--- src/rtl/mem_pkg.sv ---
// Shared types for the MEM-stage access unit: size codes, FSM states, beat-count helper.
// Latency: n/a (types and pure functions only).
// Backpressure: n/a.
package mem_pkg;

    // Size codes as emitted by the main decoder on mem_read / mem_write.
    typedef enum logic [1:0] {
        MEM_NONE = 2'b00,
        MEM_WORD = 2'b01,
        MEM_BYTE = 2'b10,
        MEM_HALF = 2'b11
    } mem_size_e;

    typedef enum logic [1:0] {
        ST_IDLE  = 2'd0,
        ST_XFER  = 2'd1,
        ST_DONE  = 2'd2,
        ST_FAULT = 2'd3
    } mem_state_e;

    // Index of the final byte beat for a given access size.
    function automatic logic [1:0] last_idx(input mem_size_e size);
        case (size)
            MEM_WORD: last_idx = 2'd3;
            MEM_HALF: last_idx = 2'd1;
            default:  last_idx = 2'd0;
        endcase
    endfunction

endpackage

--- src/rtl/mem_access_unit_if.sv ---
// Byte-wide req/ack memory bus between the access unit (master) and memory (slave).
// Latency: n/a (wires only).
// Backpressure: slave holds off completion by withholding bus_ack; master keeps the beat stable.
interface mem_access_unit_if #(
    parameter int AW = 32
);
    logic          bus_req;
    logic          bus_we;
    logic [AW-1:0] bus_addr;
    logic [7:0]    bus_wdata;
    logic [7:0]    bus_rdata;
    logic          bus_ack;

    modport master (
        output bus_req,
        output bus_we,
        output bus_addr,
        output bus_wdata,
        input  bus_rdata,
        input  bus_ack
    );

    modport slave (
        input  bus_req,
        input  bus_we,
        input  bus_addr,
        input  bus_wdata,
        output bus_rdata,
        output bus_ack
    );
endinterface

--- src/rtl/mem_load_align.sv ---
// Turns the big-endian assembled load bytes into the architectural result (sign-extended lb/lh).
// Latency: combinational.
// Backpressure: none; result is only meaningful while the parent reports done.
module mem_load_align
    import mem_pkg::*;
(
    input  mem_size_e   size,
    input  logic        is_load,
    input  logic [31:0] asm_dat,
    output logic [31:0] rdata
);

    // Select width and extend; stores report zero.
    always_comb begin
        rdata = 32'd0;
        if (is_load) begin
            case (size)
                MEM_WORD: rdata = asm_dat;
                MEM_HALF: rdata = {{16{asm_dat[15]}}, asm_dat[15:0]};
                MEM_BYTE: rdata = {{24{asm_dat[7]}}, asm_dat[7:0]};
                default:  rdata = 32'd0;
            endcase
        end
    end

endmodule

--- src/rtl/mem_access_unit.sv ---
// MEM-stage responder: serialises word/half/byte loads and stores onto a byte req/ack bus.
// Latency: 2 + beats cycles request->done on a zero-wait bus (word 6, half 4, byte 3); +1 per wait.
// Backpressure: stalls the pipeline while a beat is outstanding; a slow bus_ack stretches each beat.
module mem_access_unit
    import mem_pkg::*;
#(
    parameter int          AW      = 32,
    parameter int unsigned TIMEOUT = 255
) (
    input  logic              clk,
    input  logic              rst_n,
    input  logic [1:0]        mem_read,
    input  logic [1:0]        mem_write,
    input  logic [31:0]       addr,
    input  logic [31:0]       wdata,
    output logic [31:0]       rdata,
    output logic              stall,
    output logic              done,
    output logic              fault,
    mem_access_unit_if.master bus
);

    localparam logic        TMO_EN   = (TIMEOUT != 0);
    localparam logic [15:0] TMO_LAST = 16'(TIMEOUT - 1);

    mem_state_e    state_q;
    mem_size_e     size_q;
    logic          store_q;
    logic [AW-1:0] addr_q;
    logic [31:0]   wdata_q;
    logic [1:0]    idx_q;
    logic [1:0]    last_q;
    logic [15:0]   tmo_q;
    logic [31:0]   asm_q;
    logic          bus_req_q;
    logic          bus_we_q;
    logic          done_q;
    logic          fault_q;

    logic          req_present;
    mem_size_e     size_sel;
    logic          illegal;
    logic          misaligned;
    logic [1:0]    byte_sel;
    logic [31:0]   align_rdata;

    // Decode the incoming request; a load code takes precedence for sizing.
    always_comb begin
        req_present = (mem_read != 2'b00) || (mem_write != 2'b00);
        size_sel    = (mem_read != 2'b00) ? mem_size_e'(mem_read) : mem_size_e'(mem_write);
        illegal     = (mem_read != 2'b00) && (mem_write != 2'b00);
        misaligned  = ((size_sel == MEM_HALF) && addr[0]) ||
                      ((size_sel == MEM_WORD) && (addr[1:0] != 2'b00));
        // Big-endian: beat 0 carries the most significant byte of the access.
        byte_sel    = last_q - idx_q;
    end

    // FSM, beat index, timeout counter and load assembly, with registered status outputs.
    always_ff @(posedge clk or negedge rst_n) begin
        if (!rst_n) begin
            state_q   <= ST_IDLE;
            size_q    <= MEM_NONE;
            store_q   <= 1'b0;
            addr_q    <= '0;
            wdata_q   <= 32'd0;
            idx_q     <= 2'd0;
            last_q    <= 2'd0;
            tmo_q     <= 16'd0;
            asm_q     <= 32'd0;
            bus_req_q <= 1'b0;
            bus_we_q  <= 1'b0;
            done_q    <= 1'b0;
            fault_q   <= 1'b0;
        end else begin
            done_q  <= 1'b0;
            fault_q <= 1'b0;
            case (state_q)
                ST_IDLE: begin
                    if (req_present) begin
                        size_q  <= size_sel;
                        store_q <= (mem_write != 2'b00);
                        addr_q  <= AW'(addr);
                        wdata_q <= wdata;
                        idx_q   <= 2'd0;
                        last_q  <= last_idx(size_sel);
                        tmo_q   <= 16'd0;
                        asm_q   <= 32'd0;
                        if (illegal || misaligned) begin
                            state_q <= ST_FAULT;
                            fault_q <= 1'b1;
                        end else begin
                            state_q   <= ST_XFER;
                            bus_req_q <= 1'b1;
                            bus_we_q  <= (mem_write != 2'b00);
                        end
                    end
                end
                ST_XFER: begin
                    if (bus.bus_ack) begin
                        tmo_q <= 16'd0;
                        if (!store_q) begin
                            asm_q <= {asm_q[23:0], bus.bus_rdata};
                        end
                        if (idx_q == last_q) begin
                            state_q   <= ST_DONE;
                            bus_req_q <= 1'b0;
                            bus_we_q  <= 1'b0;
                            done_q    <= 1'b1;
                        end else begin
                            idx_q <= idx_q + 2'd1;
                        end
                    end else if (TMO_EN && (tmo_q == TMO_LAST)) begin
                        // Abandon the beat: the bus sees the request withdrawn.
                        state_q   <= ST_FAULT;
                        bus_req_q <= 1'b0;
                        bus_we_q  <= 1'b0;
                        fault_q   <= 1'b1;
                    end else if (TMO_EN) begin
                        tmo_q <= tmo_q + 16'd1;
                    end
                end
                default: begin
                    state_q <= ST_IDLE;
                end
            endcase
        end
    end

    mem_load_align u_align (
        .size    (size_q),
        .is_load (!store_q),
        .asm_dat (asm_q),
        .rdata   (align_rdata)
    );

    // Pipeline-side and bus-side outputs; beat address/data only move after an ack.
    always_comb begin
        stall         = ((state_q == ST_IDLE) && req_present) || (state_q == ST_XFER);
        done          = done_q;
        fault         = fault_q;
        rdata         = done_q ? align_rdata : 32'd0;
        bus.bus_req   = bus_req_q;
        bus.bus_we    = bus_we_q;
        bus.bus_addr  = bus_req_q ? (addr_q + AW'(idx_q)) : '0;
        bus.bus_wdata = bus_we_q ? wdata_q[{byte_sel, 3'b000} +: 8] : 8'd0;
    end

endmodule

--- src/flat_wrapper.sv ---
// flat-port wrapper written by rule: the top's interface ports become plain ports
module mem_access_unit_flat import mem_pkg::*;
#(
    parameter int          AW      = 32,
    parameter int unsigned TIMEOUT = 255
)
  (clk, rst_n, mem_read, mem_write, addr, wdata, rdata, stall, done, fault, bus_bus_req, bus_bus_we, bus_bus_addr, bus_bus_wdata, bus_bus_rdata, bus_bus_ack);
  mem_access_unit_if #(.AW(AW)) bus_i ();
  input  logic clk;
  input  logic rst_n;
  input  logic [1:0] mem_read;
  input  logic [1:0] mem_write;
  input  logic [31:0] addr;
  input  logic [31:0] wdata;
  output logic [31:0] rdata;
  output logic stall;
  output logic done;
  output logic fault;
  output wire logic [$bits(bus_i.bus_req)-1:0] bus_bus_req;
  output wire logic [$bits(bus_i.bus_we)-1:0] bus_bus_we;
  output wire logic [$bits(bus_i.bus_addr)-1:0] bus_bus_addr;
  output wire logic [$bits(bus_i.bus_wdata)-1:0] bus_bus_wdata;
  input wire logic [$bits(bus_i.bus_rdata)-1:0] bus_bus_rdata;
  input wire logic [$bits(bus_i.bus_ack)-1:0] bus_bus_ack;
  assign bus_bus_req = bus_i.bus_req;
  assign bus_bus_we = bus_i.bus_we;
  assign bus_bus_addr = bus_i.bus_addr;
  assign bus_bus_wdata = bus_i.bus_wdata;
  assign bus_i.bus_rdata = bus_bus_rdata;
  assign bus_i.bus_ack = bus_bus_ack;
  mem_access_unit #(.AW(AW), .TIMEOUT(TIMEOUT)) u_core (.clk(clk), .rst_n(rst_n), .mem_read(mem_read), .mem_write(mem_write), .addr(addr), .wdata(wdata), .rdata(rdata), .stall(stall), .done(done), .fault(fault), .bus(bus_i));
endmodule
--- config.mk ---
export PLATFORM = sky130hd
export DESIGN_NAME = mem_access_unit_flat
export DESIGN_NICKNAME = d
export VERILOG_FILES = /design/src/rtl/mem_pkg.sv /design/src/rtl/mem_access_unit_if.sv /design/src/rtl/mem_load_align.sv /design/src/rtl/mem_access_unit.sv /design/src/flat_wrapper.sv
export SDC_FILE = /design/constraint.sdc
export NUM_CORES = 1
export LEC_CHECK = 0
export ABC_AREA = 1
export BUFFER_PORTS_ARGS = -buffer_cell sky130_fd_sc_hd__buf_4
export CAP_MARGIN = 5
export CORE_MARGIN = 3
export CORE_UTILIZATION = 55
export CTS_CLUSTER_DIAMETER = 120
export DETAILED_ROUTE_END_ITERATION = 8
export PLACE_DENSITY = 0.81
export SYNTH_ARGS = -nofsm -noshare
export SYNTH_HDL_FRONTEND = slang
export SYNTH_SLANG_ARGS = --single-unit
--- constraint.sdc ---
create_clock -name clk -period 2.2 [get_ports clk]
set_input_delay 0.11 -clock clk [delete_from_list [all_inputs] [get_ports clk]]
set_output_delay 0.11 -clock clk [all_outputs]
set_load 0.01 [all_outputs]
==> results of run 1 <==
worst max-delay path, delay by kind of cell, from the launching register on:
| kind | cells | cell delay, ns |
|---|---|---|
| XOR/XNOR | 1 | 0.14 |
| adder cells (fa/ha/maj) | 2 | 0.56 |
| flip-flops | 1 | 0.44 |
| AND/OR/NAND/NOR | 5 | 0.43 |
| buffers and inverters | 3 | 0.26 |
path summary, 6_finish.rpt:
path	end	slack (ns)	depth (start not counted)
max in group asynchronous	u_core.addr_q[6]	1.20	3
min reg2reg	u_core.wdata_q[9]	0.49	2
min in group asynchronous	u_core.asm_q[20]	0.21	2
min	u_core.addr_q[0]	0.11	3
max reg2reg	u_core.asm_q[1]	0.24	6
max	bus_bus_addr[14]	-0.18	11
cell usage after synthesis, types with 2 or more instances:
cell type    n  area (um^2)
a211oi_1     8         60.1
a21o_1       3         22.5
a21oi_1     25          125
buf_2       13         65.1
clkbuf_1    22         82.6
dfrtp_1    125         3130
ha_1         5         62.6
inv_1      112          420
inv_2        8         30.0
mux2i_1      8         80.1
nand2_1    344         1290
nand2_2      3         18.8
nand3_1     66          330
nand4_1     22          138
nor2_1     111          417
nor3_1      12         60.1
nor3_2       2         20.0
o21a_1       2         15.0
o21ai_0     47          235
o21ai_1     54          270
xnor2_1      2         17.5
xor2_1       4         35.0
registers in the layout, indices dropped and copies added, names as in the netlist:
| register | flops |
|---|---|
| u_core.state_q | 2 |
| u_core.idx_q | 2 |
| u_core.addr_q | 32 |
| u_core.size_q | 2 |
| u_core.done | 1 |
| u_core.tmo_q | 16 |
| u_core.last_q | 2 |
| u_core.asm_q | 32 |
| u_core.store_q | 1 |
| u_core.bus.bus_req | 1 |
| u_core.fault | 1 |
| u_core.wdata_q | 32 |
| u_core.bus.bus_we | 1 |
metal layers:
metal / vias up / wire [um]
li1: 3713 / -
met1: 3785 / 9470
met2: 534 / 12400
met3: 115 / 2170
met4: 0 / 1100
met5: - / 0
placed cells by master (no fill, tap or decap), types with 22 or more instances in the layout:
cell type      instances
a21oi_1               22
buf_4                181
dfrtp_1              122
dlygate4sd3_1         73
inv_1                103
nand2_1              330
nand3_1               64
nand4_1               22
nor2_1                92
o21ai_0               43
o21ai_1               53
stage by stage:
stage,power (mW),instance area [um^2],hold WS [ns]
floorplan,6.98,7040,-0.186
global placement,8.53,8410,0.125
detailed placement,8.65,8410,0.128
CTS,12.5,10100,0.0311
global route,14.2,10400,0.104
finish,13.6,10400,0.105
cell families (layout without fill, tap and decap cells):
group,Yosys count,in the layout,share of synthesized area (%)
buffers and inverters,156,417,8.66
multiplexers,8,8,1.14
other,0,1,0
XOR/XNOR,7,7,0.978
flip-flops,125,125,44.5
AND/OR/NAND/NOR,563,563,32.6
adder cells (fa/ha/maj),6,6,1.17
AO/OA/AOI/OAI,143,143,11.0
cell type report:
class / count / share of cell area, %
antenna: 1 / 0.0241
clock inverter: 13 / 2.28
timing repair buffer: 265 / 21.9
multi-input combinational: 727 / 34.7
clock buffer: 19 / 4.37
tap: 168 / 2.03
sequential: 125 / 30.2
inverter: 120 / 4.41
where the power goes:
| part | leakage [nW] | switching [mW] | internal [mW] | total (mW) |
|---|---|---|---|---|
| Combinational | 3.28 | 3.99 | 2.33 | 6.32 |
| Clock | 0.334 | 1.12 | 2.19 | 3.31 |
| Sequential | 1.61 | 0.807 | 3.12 | 3.93 |
| Total | 5.22 | 5.91 | 7.65 | 13.6 |
repair_timing:
action	CTS	global route
hold buffers	73	0
hold endpoints to repair	109	0
setup buffers	11	12
pin swaps	8	15
endpoints found under the setup margin	48	49
resized for setup	45	56
==> key figures, run 1 <==
Status
  • Status: finished with violations
  • Violated checks: setup timing

Detailed routing
  • Vias: 8147
  • Avg WL per Cell: roughly 17 um
  • Vias per cell: roughly 5.7
  • DRT iter0 DRCs: 1043
  • Post-route DRC: 0
  • Routed Antenna Nets: 0
  • First-pass iteration count of the detailed router: 6
  • Routed WL: 25200 um

Critical path
  • CP Class: reg -> out
  • CP required: approximately 2.1 ns
  • Cell chain of the critical path: ha_4 > fa_2 > nand2_4 > inv_4 > nand2_4 > inv_2 > nand2_4 > nor2_4 > xor2_1 > nor2_1 > buf_4
  • Crit path from: u_core.addr_q[0]
  • Crit-path slowest cell: dfrtp_1
  • Max stage delay on crit path: 0.44 ns
  • Crit path max fanout: 3
  • Crit end category: primary output
  • Worst Setup Start Kind: flop
  • Most used cell along the critical path: nand2_4
  • Worst R2R Start: u_core.state_q[1]
  • Worst Path Arrival: about 2.3 ns

Die
  • Die Height: 119 um
  • Die footprint: 0.0142 mm^2
  • Core area: roughly 0.012 mm^2
  • Rows: 40
  • Die width: about 120 um
  • Initial Util: 57.4%
  • I/O pin total: 156

Place
  • Post-place setup slack: ~0.16 ns
  • Gp weighted congestion: between 0.9 and 1
  • Port Buffers: 155
  • Hpwl dp: 13700 um
  • Placed insts: 1309

Clocking
  • TritonCTS clock tree: built
  • Cts bufs inserted: 17
  • # clock sinks: 125
  • Worst skew pair latency: 0.43 ns
  • Root buffer cell: clkbuf_16
  • Clock Pin Slew Worst Setup and Hold Paths: 0.06 ns
  • H-tree levels: 4
  • Clock Tree Buf Depth: 2

Yosys
  • FF+latch count, synth: approximately 130
  • Mean Syn Cell Area: 6.98 um^2
  • Fraction of registers with async set/reset: 100%
  • Post-Syn Area: 0.00704 mm^2
  • Synthesized instance count: 1008
  • Post-synth EDFFs: 0
  • Yosys Warn Count: 0
  • Post-Synthesis Net Count: 1093
  • Ys flop type: dfrtp_1
  • Count of different cell masters after synthesis: 32
  • Register area share after synthesis: around 44%

Power
  • Leakage power total: 5.22 nW
  • Maximum vdd drop: 0.00115 V
  • Pwr Density: 1310 mW/mm^2

Timing
  • RSZ-0062 raised after global routing: true
  • Final Setup Violations: 20
  • Final Cycle Share: 108%
  • Max frequency: between 400 and 500 MHz
  • Endpoints failing hold: 0
  • Final clock skew: 0.00803 ns
  • Setup_tns: -1.65 ns
  • Worst-Margin Slew: roughly 1.1 ns
  • Final WS setup: -0.183 ns
  • Max-slew headroom at the worst pin: around 28%
  • Final Slew Violations: 0
  • Min Tclk post-route: between 2 and 2.5 ns

Global route
  • Vias in the first global route: about 7700
  • Remaining Overflow, GRT: 0
  • Initial antenna violation count: 1
  • First-pass GRT wire length: 38100 um
  • Layer with the highest usage: met2
  • Met2 track demand over resource: 55.7%
  • Met3 GRT Util: 6.98%
  • Maximum number of pins on one net before global-route repair: 66
  • Met1 GRT Util: 42.0%
  • GRT Total Usage: 33.2%

Hold path
  • HP Class: in -> reg
  • Worst Hold Launch: addr[0]

Final layout
  • Area of the multi-input gates: between 0.003 and 0.004 mm^2
  • Area occupied by registers: around 0.0031 mm^2
  • Count of non-filler cells in the finished layout: 1438
  • Final layout net count: 1341
  • Filler instances: 710
  • Area Growth Syn to Fin: 47.3%
  • Post-layout util: 84.5%
  • Layout cells sized above 1: about a quarter

Run
  • MaxCap Viol Count: 0
(Power assumes the default switching activity.)
==> run 2: changes to the inputs <==
--- a/config.mk
+++ b/config.mk
@@ -8,11 +8,11 @@
 export ABC_AREA = 1
 export BUFFER_PORTS_ARGS = -buffer_cell sky130_fd_sc_hd__buf_4
 export CAP_MARGIN = 5
-export CORE_MARGIN = 3
-export CORE_UTILIZATION = 55
+export CORE_MARGIN = 2
+export CORE_UTILIZATION = 50
 export CTS_CLUSTER_DIAMETER = 120
 export DETAILED_ROUTE_END_ITERATION = 8
-export PLACE_DENSITY = 0.81
+export PLACE_DENSITY = 0.74
 export SYNTH_ARGS = -nofsm -noshare
 export SYNTH_HDL_FRONTEND = slang
 export SYNTH_SLANG_ARGS = --single-unit
==> key figures, run 2 (same netlist as run 1, synthesis figures left out) <==
Clocking
  • Worst skew pair latency: 0.42 ns (about the same)
  • Clock Pin Slew Worst Setup and Hold Paths: 0.06 ns (about the same)
  • TritonCTS clock tree: built
  • Cts bufs inserted: 17 (unchanged)
  • Clock Tree Buf Depth: 2 (unchanged)
  • Root buffer cell: clkbuf_16
  • H-tree levels: 4 (unchanged)
  • # clock sinks: 125 (unchanged)

Timing
  • Final clock skew: 0.00375 ns (-0.00428 ns)
  • Worst hold slack: 0.0201 ns (-0.0853 ns)
  • Endpoints failing hold: 0 (unchanged)
  • Setup_tns: -0.956 ns (+0.690 ns)
  • Final Setup Violations: 16 (-20%)
  • Max-slew headroom at the worst pin: 57.6% (+30 points)
  • Final Slew Violations: 0 (unchanged)
  • Final WS setup: -0.140 ns (+0.0426 ns)
  • Min Tclk post-route: 2.34 ns (-0.0426 ns)
  • Max frequency: 427 MHz (+1.8%)
  • Worst-Margin Slew: 0.635 ns (-0.452 ns)
  • Final Cycle Share: 106% (-1.9 points)
  • RSZ-0062 raised after global routing: true

Die
  • Core area: 0.0138 mm^2 (+13%)
  • I/O pin total: 156 (unchanged)
  • Die width: 123 um (+3.0%)
  • Initial Util: 50.9% (-6.5 points)
  • Die Height: 123 um (+3.0%)
  • Die footprint: 0.0150 mm^2 (+6.0%)
  • Rows: 43 (+7.5%)

Final layout
  • Count of non-filler cells in the finished layout: 1449 (+0.76%)
  • Fin area: 0.0103 mm^2 (-0.63%)
  • Ant diodes: 0 (-1)
  • Area Growth Syn to Fin: 46.4%
  • Area of the multi-input gates: 0.00354 mm^2 (-1.6%)
  • Post-layout util: 74.5% (-10 points)
  • Filler instances: 1045 (+47%)
  • Commonest cells after routing, fill and taps aside: nand2_1, buf_4, dfrtp_1
  • Final layout net count: 1341 (unchanged)
  • Commonest non-fill, non-tap cell in the layout: nand2_1
  • Area occupied by registers: 0.00313 mm^2 (unchanged)
  • Top flop regs: u_core.addr_q: 32 flops, u_core.asm_q: 32 flops, u_core.wdata_q: 32 flops
  • Layout cells sized above 1: 23.3% (-0.95 points)

Detailed routing
  • Post-route DRC: 0 (unchanged)
  • Routed WL: 21500 um (-15%)
  • First-pass iteration count of the detailed router: 6 (unchanged)
  • Vias: 7606 (-6.6%)
  • Avg WL per Cell: 14.8 um (-15%)
  • Vias per cell: 5.25 (-7.3%)
  • Routed Antenna Nets: 0 (unchanged)
  • DRT iter0 DRCs: 518 (-50%)

Critical path
  • CP required: 2.09 ns (about the same)
  • Worst R2R Start: u_core.state_q[0]
  • Worst Setup Start Kind: flop
  • Crit end category: primary output
  • CP Class: reg -> out
  • Crit Reg-Reg Endpoint: u_core.addr_q[30]
  • Crit path max fanout: 4 (+1)
  • Length in cells of the worst reg-to-reg path: 6 (unchanged)
  • Worst R2R Setup Slack: 0.34 ns (+0.10 ns)
  • Worst Path Arrival: 2.23 ns (-0.04 ns)

Power
  • Leakage power total: 5.19 nW (-0.66%)
  • Maximum vdd drop: 0.000981 V (-14%)
  • Tot Pwr: 12.9 mW (-5.0%)
  • Pwr Density: 1250 mW/mm^2 (-4.4%)

Status
  • Status: finished with violations
  • Violated checks: setup timing

Place
  • Placed insts: 1325 (+1.2%)
  • Gp weighted congestion: 0.947 (-2.7%)
  • Cell area after placement: 0.00845 mm^2 (+0.54%)
  • Port Buffers: 155 (unchanged)
  • Post-place setup slack: 0.105 ns (-0.0575 ns)
  • Hpwl dp: 13800 um (+0.88%)

Hold path
  • HP Class: in -> reg
  • Worst min-delay path endpoint: u_core.tmo_q[4]
  • Hold path depth: 4 (+1)
  • Worst Hold Launch: bus_bus_ack

Global route
  • First-pass GRT wire length: 34100 um (-10%)
  • Vias in the first global route: 7111 (-7.7%)
  • Initial antenna violation count: 0 (-1)
  • GRT Total Usage: 28.9% (-4.3 points)
  • Remaining Overflow, GRT: 0 (unchanged)
  • Maximum number of pins on one net before global-route repair: 49 (-26%)

Run
  • MaxCap Viol Count: 0 (unchanged)
-- run 2: worst max-delay path, cell delays in order, from the launching register on --
cell and delay (ns):
dfrtp_1 0.39, ha_2 0.20, fa_2 0.36, nand2_2 0.10, inv_2 0.06, nand2_4 0.09
nor2_4 0.05, nand2_4 0.11, buf_4 0.13, o21ai_2 0.06, a21oi_2 0.12, buf_4 0.14
-- run 2: worst max-delay path by stage --
stage | start | end | slack (ns) | depth (start not counted)
after CTS | u_core.idx_q[0] | bus_bus_addr[18] | -0.05 | 11
after global placement | u_core.idx_q[0] | bus_bus_addr[22] | 0.18 | 12
after floorplan | u_core.idx_q[0] | bus_bus_addr[18] | 0.40 | 10
after detailed placement | u_core.idx_q[0] | bus_bus_addr[18] | 0.10 | 11
after global routing | u_core.idx_q[0] | bus_bus_addr[22] | -0.21 | 12
final | u_core.idx_q[0] | bus_bus_addr[10] | -0.14 | 11
-- run 2: timing repair --
action                     4_1_cts  5_1_grt
gates resized for setup         54       25
setup buffers                    8       10
gates cloned                     0        1
hold buffers                    73        0
setup endpoints to repair       34       34
pin swaps                       12       11
hold endpoints to repair       115        0
-- run 2: layout make-up --
cell class	instances	area share [%]
clock buffer	18	4.26
clock inverter	14	2.32
inverter	120	4.40
multi-input combinational	727	34.4
sequential	125	30.4
tap	180	2.19
timing repair buffer	265	22.0
-- run 2: power breakdown --
part	total (mW)	switching, mW	internal (mW)
logic	5.77	3.52	2.26
registers	3.87	0.747	3.12
clock network	3.24	1.08	2.16
-- run 2: per-layer routing --
layer	wire [um]	vias to the layer above	track usage (%)
met5	0	-	0
met4	348	0	8.76
met3	1330	45	5.90
met2	10500	320	47.8
met1	9280	3535	38.4
li1	-	3706	-
==> run 3: changes to the inputs <==
--- a/config.mk
+++ b/config.mk
@@ -10,6 +10,7 @@
 export CAP_MARGIN = 5
 export CORE_MARGIN = 2
 export CORE_UTILIZATION = 50
+export CTS_BUF_LIST = sky130_fd_sc_hd__clkbuf_4
 export CTS_CLUSTER_DIAMETER = 120
 export DETAILED_ROUTE_END_ITERATION = 8
 export PLACE_DENSITY = 0.74
==> key figures, run 3 (same netlist as run 1, synthesis figures left out) <==
Critical path
  • Crit-path slowest cell: dfrtp_1
  • Max stage delay on crit path: 0.45 ns (+0.06 ns)
  • CP Class: reg -> out
  • Worst Path Arrival: 2.41 ns (+0.18 ns)
  • Worst Setup Start Kind: flop
  • Crit path max fanout: 4 (unchanged)
  • Crit end category: primary output
  • Cell chain of the critical path: ha_4 > fa_2 > nand2_4 > inv_4 > nand2_4 > nor2_4 > nand2_4 > nor2_4 > a21oi_1 > o21a_1 > buf_4
  • Most used cell along the critical path: nand2_4
  • CP required: 2.09 ns (about the same)

Timing
  • Endpoints failing hold: 0 (unchanged)
  • Final clock skew: 0.00812 ns (+0.00437 ns)
  • Setup_tns: -5.39 ns (-4.43 ns)
  • Max-slew headroom at the worst pin: 56.4% (-1.3 points)
  • Final Cycle Share: 114% (+8.1 points)
  • Max frequency: 397 MHz (-7.1%)
  • Final WS setup: -0.318 ns (-0.178 ns)
  • Final Slew Violations: 0 (unchanged)
  • Final Setup Violations: 37 (+21)
  • RSZ-0062 raised after global routing: true
  • Min Tclk post-route: 2.52 ns (+0.178 ns)
  • Worst-Margin Slew: 0.654 ns (+0.0191 ns)
  • Worst hold slack: 0.104 ns (+0.0842 ns)

Die
  • Rows: 43 (unchanged)
  • Initial Util: 50.9% (unchanged)
  • I/O pin total: 156 (unchanged)
  • Die footprint: 0.0150 mm^2 (unchanged)
  • Die Height: 123 um (unchanged)
  • Die width: 123 um (unchanged)
  • Core area: 0.0138 mm^2 (unchanged)

Power
  • Pwr Density: 1200 mW/mm^2 (-4.2%)
  • Internal power: 6.95 mW (-7.8%)
  • Maximum vdd drop: 0.000844 V (-14%)
  • Sw Share: 44.5% (+3.0 points)
  • Part of the power in the clock network: 16.5% (-8.6 points)
  • Comb pwr share: 52.4% (+7.6 points)
  • Seq pwr share: 31.1% (+1.1 points)
  • Tot Pwr: 12.5 mW (-2.8%)
  • Net switching power: 5.57 mW (+4.3%)
  • Leakage power total: 5.19 nW (about the same)

Detailed routing
  • Vias per cell: 5.26 (+0.13%)
  • DRT iter0 DRCs: 500 (-3.5%)
  • Vias: 7721 (+1.5%)
  • Post-route DRC: 0 (unchanged)
  • Avg WL per Cell: 15.0 um (+0.88%)
  • Routed Antenna Nets: 0 (unchanged)
  • Routed WL: 22000 um (+2.3%)
  • First-pass iteration count of the detailed router: 5 (-1)

Clocking
  • # clock sinks: 125 (unchanged)
  • Worst skew pair latency: 0.55 ns (+0.13 ns)
  • Clock Pin Slew Worst Setup and Hold Paths: 0.12 ns (+0.06 ns)
  • Cts bufs inserted: 17 (unchanged)
  • H-tree levels: 4 (unchanged)
  • TritonCTS clock tree: built
  • Root buffer cell: clkbuf_4
  • Clock Tree Buf Depth: 2 (unchanged)

Place
  • Port Buffers: 155 (unchanged)
  • Post-place setup slack: 0.105 ns (unchanged)
  • Gp weighted congestion: 0.947 (unchanged)
  • Hpwl dp: 13800 um (unchanged)

Global route
  • Initial antenna violation count: 0 (unchanged)
  • Maximum number of pins on one net before global-route repair: 49 (unchanged)
  • First-pass GRT wire length: 34300 um (+0.59%)
  • Remaining Overflow, GRT: 0 (unchanged)
  • Vias in the first global route: 7125 (+0.20%)
  • GRT Total Usage: 29.1% (+0.18 points)

Final layout
  • Final layout net count: 1361 (+1.5%)
  • Commonest non-fill, non-tap cell in the layout: nand2_1
  • Top flop regs: u_core.addr_q: 32 flops, u_core.asm_q: 32 flops, u_core.wdata_q: 32 flops
  • Area Growth Syn to Fin: 48.5%
  • Post-layout util: 75.6% (+1.1 points)
  • Commonest cells after routing, fill and taps aside: nand2_1, buf_4, dfrtp_1
  • Ant diodes: 0 (unchanged)
  • Layout cells sized above 1: 27.3% (+4.0 points)

Status
  • Violated checks: setup timing
  • Status: finished with violations

Hold path
  • HP Class: in -> async

Run
  • MaxCap Viol Count: 0 (unchanged)
==> run 3: metal layers <==
layer	part of all wire, %	track usage [%]	up-vias
li1	-	-	3750
met1	41	38.4	3576
met2	50	48.8	349
met3	7.0	5.90	46
met4	1.8	8.33	0
met5	0	0	-
==> run 3: area by class of cell <==
type,instances,area [um^2]
clock buffer,17,128
timing repair buffer,285,2510
fill,1014,3380
sequential,125,3130
multi-input combinational,727,3750
inverter,120,462
clock inverter,15,243
tap,180,225
==> run 3: critical path: cells and delay by family (launching register included) <==
family	cells	cell delay, ns
fa+ha+maj	2	0.58
simple gates	5	0.43
flops	1	0.45
compound gates	2	0.26
buf+inv	2	0.16
==> run 3: power groups by stage <==
stage | Combinational, mW | Sequential (mW) | Clock (mW)
CTS | 5.94 | 3.81 | 2.08
finish | 6.56 | 3.90 | 2.06
global route | 7.17 | 3.99 | 2.18
detailed placement | 4.91 | 3.82 | 0
floorplan | 3.36 | 3.62 | 0
global placement | 4.84 | 3.80 | 0
==> run 3: final timing paths <==
| kind | to | from | slack (ns) | cells past startpoint |
|---|---|---|---|---|
| hold reg to reg | u_core.wdata_q[18] | u_core.wdata_q[18] | 0.49 | 2 |
| min in group clk | u_core.wdata_q[3] | wdata[3] | 0.29 | 4 |
| setup reg to reg | u_core.last_q[1] | u_core.state_q[0] | 0.15 | 6 |
| max in group asynchronous | u_core.asm_q[12] | rst_n | 1.43 | 3 |
| setup / recovery | bus_bus_addr[18] | u_core.idx_q[0] | -0.32 | 11 |
| hold / removal | u_core.addr_q[18] | rst_n | 0.10 | 2 |
==> run 3: repair_timing <==
action                     4_1_cts  5_1_grt
resized for setup               87       66
cloned                           1        1
hold endpoints to repair       123        0
hold buffers                    80        0
pin swaps                       17       24
setup buffers                   11       20
setup endpoints to repair       39       63
==> run 3: stage by stage <==
step                instance area (um^2)  instances
finish                             10400       1469
global route                       10400       1469
CTS                                10100       1449
detailed placement                  8450       1325
global placement                    8450       1325
floorplan                           7040       1008
